## src/rtl/hub_slot_sched.sv

```systemverilog
// Hub slot scheduler: fixed or demand-skipping cog round-robin with
// per-cog slot wait tracking and a worst-case wait report.
module hub_slot_sched #(
    parameter int COGS   = 8,
    parameter int WAIT_W = 4
) (
    input  logic              clk_cog,
    input  logic              nres,
    input  logic              mode_dyn,
    input  logic [COGS-1:0]   cog_ena,
    input  logic [COGS-1:0]   bus_req,
    input  logic              stat_clr,
    output logic              ena_bus,
    output logic [COGS-1:0]   bus_sel,
    output logic [2:0]        slot_cog,
    output logic              slot_vld,
    output logic [WAIT_W-1:0] max_wait,
    output logic [2:0]        max_cog
);

    logic [COGS-1:0]   cand;
    logic [2:0]        base;
    logic [2:0]        pick;
    logic              hit;
    logic [2:0]        nxt_cog;
    logic [COGS-1:0]   nxt_sel;
    logic [WAIT_W-1:0] wait_cnt [COGS];
    logic [WAIT_W-1:0] gcnt;
    logic [WAIT_W-1:0] mw_base;
    logic              upd;

    assign cand = cog_ena & bus_req;

    // base is both the fixed-mode successor and the first demand candidate
    assign base = slot_vld ? slot_cog + 3'd1 : 3'd0;

    always_comb begin
        logic [2:0] idx;
        idx  = 3'd0;
        hit  = 1'b0;
        pick = base;
        for (int k = 0; k < COGS; k++) begin
            idx = base + 3'(k);
            if (!hit && cand[idx]) begin
                hit  = 1'b1;
                pick = idx;
            end
        end
    end

    assign nxt_cog = (mode_dyn && hit) ? pick : base;
    assign nxt_sel = {{(COGS-1){1'b0}}, 1'b1} << nxt_cog;

    // a clear coinciding with a grant compares against a zero baseline
    assign gcnt    = wait_cnt[nxt_cog];
    assign mw_base = stat_clr ? '0 : max_wait;
    assign upd     = ena_bus && cand[nxt_cog] && (gcnt > mw_base);

    always_ff @(posedge clk_cog or negedge nres) begin
        if (!nres) begin
            ena_bus  <= 1'b0;
            bus_sel  <= '0;
            slot_cog <= 3'd0;
            slot_vld <= 1'b0;
            max_wait <= '0;
            max_cog  <= 3'd0;
            for (int i = 0; i < COGS; i++) begin
                wait_cnt[i] <= '0;
            end
        end else begin
            ena_bus <= ~ena_bus;
            if (ena_bus) begin
                bus_sel  <= nxt_sel;
                slot_cog <= nxt_cog;
                slot_vld <= 1'b1;
                for (int i = 0; i < COGS; i++) begin
                    if (cand[i] && (3'(i) != nxt_cog)) begin
                        if (wait_cnt[i] != '1) begin
                            wait_cnt[i] <= wait_cnt[i] + WAIT_W'(1);
                        end
                    end else begin
                        wait_cnt[i] <= '0;
                    end
                end
            end
            if (upd) begin
                max_wait <= gcnt;
                max_cog  <= nxt_cog;
            end else if (stat_clr) begin
                max_wait <= '0;
                max_cog  <= 3'd0;
            end
        end
    end

endmodule
```

## config.mk

```make
export PLATFORM = sky130hd
export DESIGN_NAME = hub_slot_sched
export DESIGN_NICKNAME = d
export VERILOG_FILES = /design/src/rtl/hub_slot_sched.sv
export SDC_FILE = /design/constraint.sdc
export NUM_CORES = 1
export LEC_CHECK = 0
export ABC_AREA = 1
export CORE_ASPECT_RATIO = 1.75
export CORE_UTILIZATION = 35
export CTS_CLUSTER_DIAMETER = 120
export DETAILED_ROUTE_END_ITERATION = 10
export SYNTH_ARGS = -nofsm -noshare
export SYNTH_HDL_FRONTEND = slang
export SYNTH_SLANG_ARGS = --single-unit
```

## constraint.sdc

```tcl
create_clock -name clk_cog -period 7.9 [get_ports clk_cog]
set_input_delay 1.58 -clock clk_cog [delete_from_list [all_inputs] [get_ports clk_cog]]
set_output_delay 1.58 -clock clk_cog [all_outputs]
set_load 0.1 [all_outputs]
```

==> results.json, run 1 <==
{
  "drt_pre_antenna_iters": 7,
  "syn_area_sq_um": 4280,
  "finalNonFillerCells": 806,
  "yosys.area.top_type": "dfrtp_1",
  "synth_cells": 638,
  "reg2reg_slack_ns": 2.36,
  "layout_commonest_cell": "nand2_1",
  "cts_setup_buffers": 0,
  "core_area_sq_um": 11900,
  "antenna_found_initial": 0,
  "muxShareOfSynthArea": 0,
  "finalSetupTns_ns": 0,
  "slew_headroom": 0.323,
  "holdWs_ns": 0.490,
  "rr_endpoint": "max_cog[1]",
  "fillCellCount": 1271,
  "slew_violations": 0,
  "dieArea_sq_um": 12700,
  "cts_buffer_depth": 2,
  "cts.htree.levels": 2,
  "hold_buffers": 0,
  "diodes": 0,
  "clkTransAtPathRegs_ns": 0.07,
  "ios": 40,
  "gp_congestion": 0.940,
  "rows": 53,
  "endpoint": "max_cog[1]",
  "place_inst": 798,
  "cp_max_fo": 28,
  "hold_class": "reg2reg",
  "final_cell_mix": "nand2_1 (243), nand3_1 (67), inv_1 (55)",
  "cts_tree": "done",
  "skew_ns": 0.00711,
  "area_delta_synth_final_pct": 14.7,
  "synth_compound_area_frac": 0.0579,
  "grt_usage": 0.201,
  "die_h_um": 148,
  "end_kind": "flip-flop",
  "ant_nets": 0,
  "ys_warn_count": 0,
  "synth_top_area_frac": 0.304,
  "worstSetupStartpoint": "cog_ena[4]",
  "start_util": 0.358,
  "setup_violations": 0,
  "routedWlPerCell_um": 15.2,
  "grt_max_degree": 53,
  "timing.fmax_mhz": 178,
  "dieWidth_um": 85.6,
  "max-cap-violations": 0,
  "grt_pass1_wl_um": 20000,
  "viasPerCell": 5.28,
  "r2r_cells": 31,
  "post_synth_num_cell_types": 32,
  "drc": 2,
  "drtIter0Drc": 252,
  "yosys.area_share.simple": 0.469,
  "tightest_slew_ns": 1.01,
  "fin_nets": 703,
  "violations": "DRC",
  "rsz0062_at_grt": "false",
  "port_buffers": 39,
  "finalCriticalPeriod_ns": 5.63,
  "numCtsBuffers": 5,
  "clk_latency_ns": 0.30,
  "fin_crit_sh": 0.712,
  "cts_sinks": 52,
  "hpwl_um": 9690,
  "syn_nets": 673,
  "hold_viol": 0,
  "grt_pass1_vias": 4194,
  "synthTopCellsByArea": "dfrtp_1 (30%), nand2_1 (21%), nand3_1 (7.8%)",
  "cp.required_ns": 8.09,
  "ys_ff_latch": 52,
  "synthAdderAreaFrac": 0.0439,
  "synth_top_family_by_area": "simple AND/OR/NAND/NOR gates",
  "status": "complete, but fails checks",
  "drt_wl_total_um": 12300,
  "reg2reg_from": "slot_cog[0]",
  "crit_path_start_kind": "input pin",
  "post_route_cells_drive_above_1_share": 0.0897,
  "overflow": 0,
  "synth_area_per_cell_sq_um": 6.71,
  "cp.arrival_ns": 5.82,
  "cts_resized": 0,
  "worstSetupPathType": "in2reg",
  "synth-xor-area-share": 0.0386,
  "root_buffer": "clkbuf_16",
  "seq_area_frac_synth": 0.304,
  "vias": 4259
}
-- sequential cells by signal, summed over array words and instances (netlist names) --
name	flops
max_cog	3
bus_sel	8
wait_cnt	32
slot_vld	1
max_wait	4
ena_bus	1
slot_cog	3
-- critical path, cell delays in order --
cell	delay (ns)
clkdlybuf4s50_1	0.39
nand2_1	0.15
inv_1	0.10
nand2_1	0.08
nand3_1	0.16
nand2_1	0.11
nand2_1	0.07
nand2_2	0.16
nand3_2	0.13
nor2_4	0.13
nand4_2	0.14
o21ai_2	0.28
nand2_2	0.17
nand2_4	0.29
inv_2	0.19
nor2_1	0.12
o21ai_1	0.11
nand3_1	0.11
nand2_1	0.08
ha_1	0.30
inv_1	0.04
nor2_1	0.09
o211ai_1	0.09
a21oi_1	0.32
nand3_2	0.21
nand3_1	0.12
nand2_1	0.05
-- cell usage after synthesis (all sizes together) --
cell type and instances:
nor3 4, ha 15, inv 63, a31oi 1
nand2 261, xnor2 1, dfrtp 52, a21oi 4
nand4 41, o31ai 2, o21a 1, clkbuf 6
o21ai 36, buf 12, nor2 44, o211ai 1
clkinv 2, xor2 17, nand3 75
-- final cells by class --
type / count / area, sq um / area share
sequential: 52 / 1300 / 0.265
clock inverter: 1 / 30.0 / 0.00612
timing repair buffer: 41 / 400 / 0.0816
tap: 137 / 171 / 0.0349
clock buffer: 7 / 153 / 0.0311
inverter: 65 / 244 / 0.0497
multi-input combinational: 503 / 2610 / 0.531
-- worst min-delay path by stage --
| stage | from | to | slack (ns) | cells after the start |
|---|---|---|---|---|
| 6_report | bus_sel[4] | bus_sel[4] | 0.49 | 2 |
| 3_3_place_gp | bus_sel[1] | bus_sel[1] | 0.47 | 2 |
| 3_5_place_dp | bus_sel[7] | bus_sel[7] | 0.48 | 2 |
| 4_1_cts | bus_sel[7] | bus_sel[7] | 0.50 | 2 |
| 2_1_floorplan | wait_cnt[13] | wait_cnt[13] | 0.49 | 2 |
| 5_1_grt | bus_sel[4] | bus_sel[4] | 0.54 | 2 |
-- cell families (layout without fill, tap and decap cells) --
| kind of cell | after synthesis | after routing |
|---|---|---|
| AOI/OAI and AO/OA | 45 | 45 |
| DFF | 52 | 52 |
| xor gates and xnor gates | 18 | 18 |
| and+or+nand+nor | 425 | 425 |
| buffers and inverters | 83 | 114 |
| adders and majority gates | 15 | 15 |
-- metal layers --
layer / track usage / vias up / wire length, um
met3: 0.0183 / 36 / 293
met5: 0 / - / 0
met2: 0.394 / 93 / 6850
met4: 0.118 / 0 / 561
li1: - / 2133 / -
met1: 0.200 / 1997 / 4560
-- through the flow --
stage / area (sq um) / util / worst slack [ns]
CTS: 4910 / 0.411 / 2.27
finish: 4910 / 0.411 / 2.27
floorplan: 4280 / - / 2.98
global route: 4910 / 0.411 / 1.89
detailed placement: 4720 / 0.396 / 1.95
global placement: 4720 / 0.396 / 2.08
Power of run 1 is not shown: default switching activity piles up to over one toggle a cycle in this logic, so the estimate is an artifact.
==> inputs of run 2 (changes only) <==
==> constraint.sdc (replaced) <==
create_clock -name clk_cog -period 5.15 [get_ports clk_cog]
set_input_delay 1.03 -clock clk_cog [delete_from_list [all_inputs] [get_ports clk_cog]]
set_output_delay 1.03 -clock clk_cog [all_outputs]
set_load 0.1 [all_outputs]
==> results.json, run 2 (same netlist as run 1, synthesis figures left out) <==
{
  "cts.htree.levels": 2,
  "gp_congestion": 0.898,
  "cts_buffer_depth": 2,
  "rr_endpoint": "max_cog[0]",
  "rows": 53,
  "slowest_stage": "dfrtp_1",
  "routedWlPerCell_um": 15.4,
  "dieWidth_um": 85.6,
  "diodes": 0,
  "fin_crit_sh": 0.923,
  "cts_sinks": 52,
  "timing.fmax_mhz": 210,
  "hold_class": "reg2reg",
  "cp_slowest_stage_delay_ns": 0.41,
  "cp.required_ns": 5.34,
  "whs_path_depth": 2,
  "area_delta_synth_final_pct": 15.4,
  "post_route_cells_drive_above_1_share": 0.102,
  "largest_reg_flops": 32,
  "rsz0062_at_grt": "false",
  "grt_pass1_vias": 4233,
  "top_register": "wait_cnt",
  "root_buffer": "clkbuf_16",
  "grt_pass1_wl_um": 20700,
  "hold_buffers": 0,
  "ios": 40,
  "finalCriticalPeriod_ns": 4.75,
  "clk_latency_ns": 0.29,
  "hpwl_um": 9960,
  "viasPerCell": 5.20,
  "core_area_sq_um": 11900,
  "cts_tree": "done",
  "slew_violations": 0,
  "antenna_found_initial": 0,
  "ant_nets": 0,
  "slew_headroom": 0.335,
  "clkTransAtPathRegs_ns": 0.07,
  "layout_commonest_cell": "nand2_1",
  "reg2reg_from": "slot_cog[1]",
  "min_to": "bus_sel[6]",
  "vias": 4238,
  "violations": "DRC",
  "hold_viol": 0,
  "status": "complete, but fails checks",
  "setup_violations": 0,
  "crit_top_cell": "nand2_1",
  "drc": 2,
  "dieArea_sq_um": 12700,
  "final_cell_mix": "nand2_1 (243), nand3_1 (67), inv_1 (55)",
  "worstSetupPathType": "reg2reg",
  "skew_ns": 0.00808,
  "fin_nets": 713,
  "numCtsBuffers": 5,
  "finalSetupTns_ns": 0,
  "drt_pre_antenna_iters": 8,
  "path_buf_inv": 4,
  "overflow": 0,
  "r2r_cells": 27,
  "grt_max_degree": 53,
  "port_buffers": 39,
  "grt_usage": 0.209,
  "top_regs": "wait_cnt x32, bus_sel x8, max_wait x4",
  "crit_path_start_kind": "flip-flop",
  "fillCellCount": 1249,
  "end_kind": "flip-flop",
  "tightest_slew_ns": 0.995,
  "start_util": 0.358,
  "min_from": "bus_sel[6]",
  "reg2reg_slack_ns": 0.40,
  "cp_max_fo": 24,
  "cp_top_family": "simple AND/OR/NAND/NOR gates",
  "cp.arrival_ns": 4.94,
  "die_h_um": 148,
  "max-cap-violations": 0,
  "drt_wl_total_um": 12500,
  "drtIter0Drc": 241
}
## run 2: routing by layer
metal | vias to the layer above | part of all wire | GRT usage | wire, um
li1 | 2151 | - | - | -
met1 | 1952 | 0.37 | 0.208 | 4640
met2 | 103 | 0.56 | 0.410 | 6970
met3 | 32 | 0.023 | 0.0178 | 294
met4 | 0 | 0.050 | 0.123 | 623
met5 | - | 0 | 0 | 0
## run 2: what timing repair did
| action | CTS | global route |
|---|---|---|
| setup endpoints to repair | 0 | 7 |
| resized for setup | 0 | 1 |
| buffers inserted | 0 | 0 |
| endpoints found under the hold margin | 0 | 0 |
## run 2: layout make-up
| type | instances | area [sq um] | area share |
|---|---|---|---|
| inverters | 65 | 244 | 0.0494 |
| clock inverters | 1 | 5.00 | 0.00101 |
| repair buffers | 51 | 475 | 0.0963 |
| clock buffers | 6 | 129 | 0.0261 |
| well taps | 137 | 171 | 0.0347 |
| flip-flops and latches | 52 | 1300 | 0.264 |
| multi-input cells | 503 | 2610 | 0.529 |
## run 2: how the worst max path moves through the flow
stage,from,endpoint,depth (start not counted)
floorplan,slot_cog[0],max_cog[0],33
CTS,slot_cog[1],max_cog[0],27
global placement,cog_ena[6],max_cog[0],26
detailed placement,bus_req[6],max_cog[0],27
global route,slot_cog[1],max_cog[0],26
finish,slot_cog[1],max_cog[0],27
## run 2: worst register-to-register path, delay by kind of cell, from the launching register on
kind / cells / cell delay [ns]
AO/OA/AOI/OAI: 4 / 0.68
adder cells (fa/ha/maj): 3 / 0.99
flip-flops: 1 / 0.41
AND/OR/NAND/NOR: 16 / 2.06
buffers and inverters: 4 / 0.49
## run 2: metrics by stage
step | cells | cell area [sq um] | setup slack, ns | util | hold slack, ns
CTS | 815 | 4930 | 0.290 | 0.413 | 0.494
global placement | 808 | 4800 | 0.109 | 0.402 | 0.471
detailed placement | 808 | 4800 | 0.0188 | 0.402 | 0.478
finish | 815 | 4940 | 0.397 | 0.414 | 0.487
floorplan | 638 | 4280 | 0.229 | - | 0.490
global route | 815 | 4940 | 0.00999 | 0.414 | 0.523
Power of run 2 is left out for the same reason.
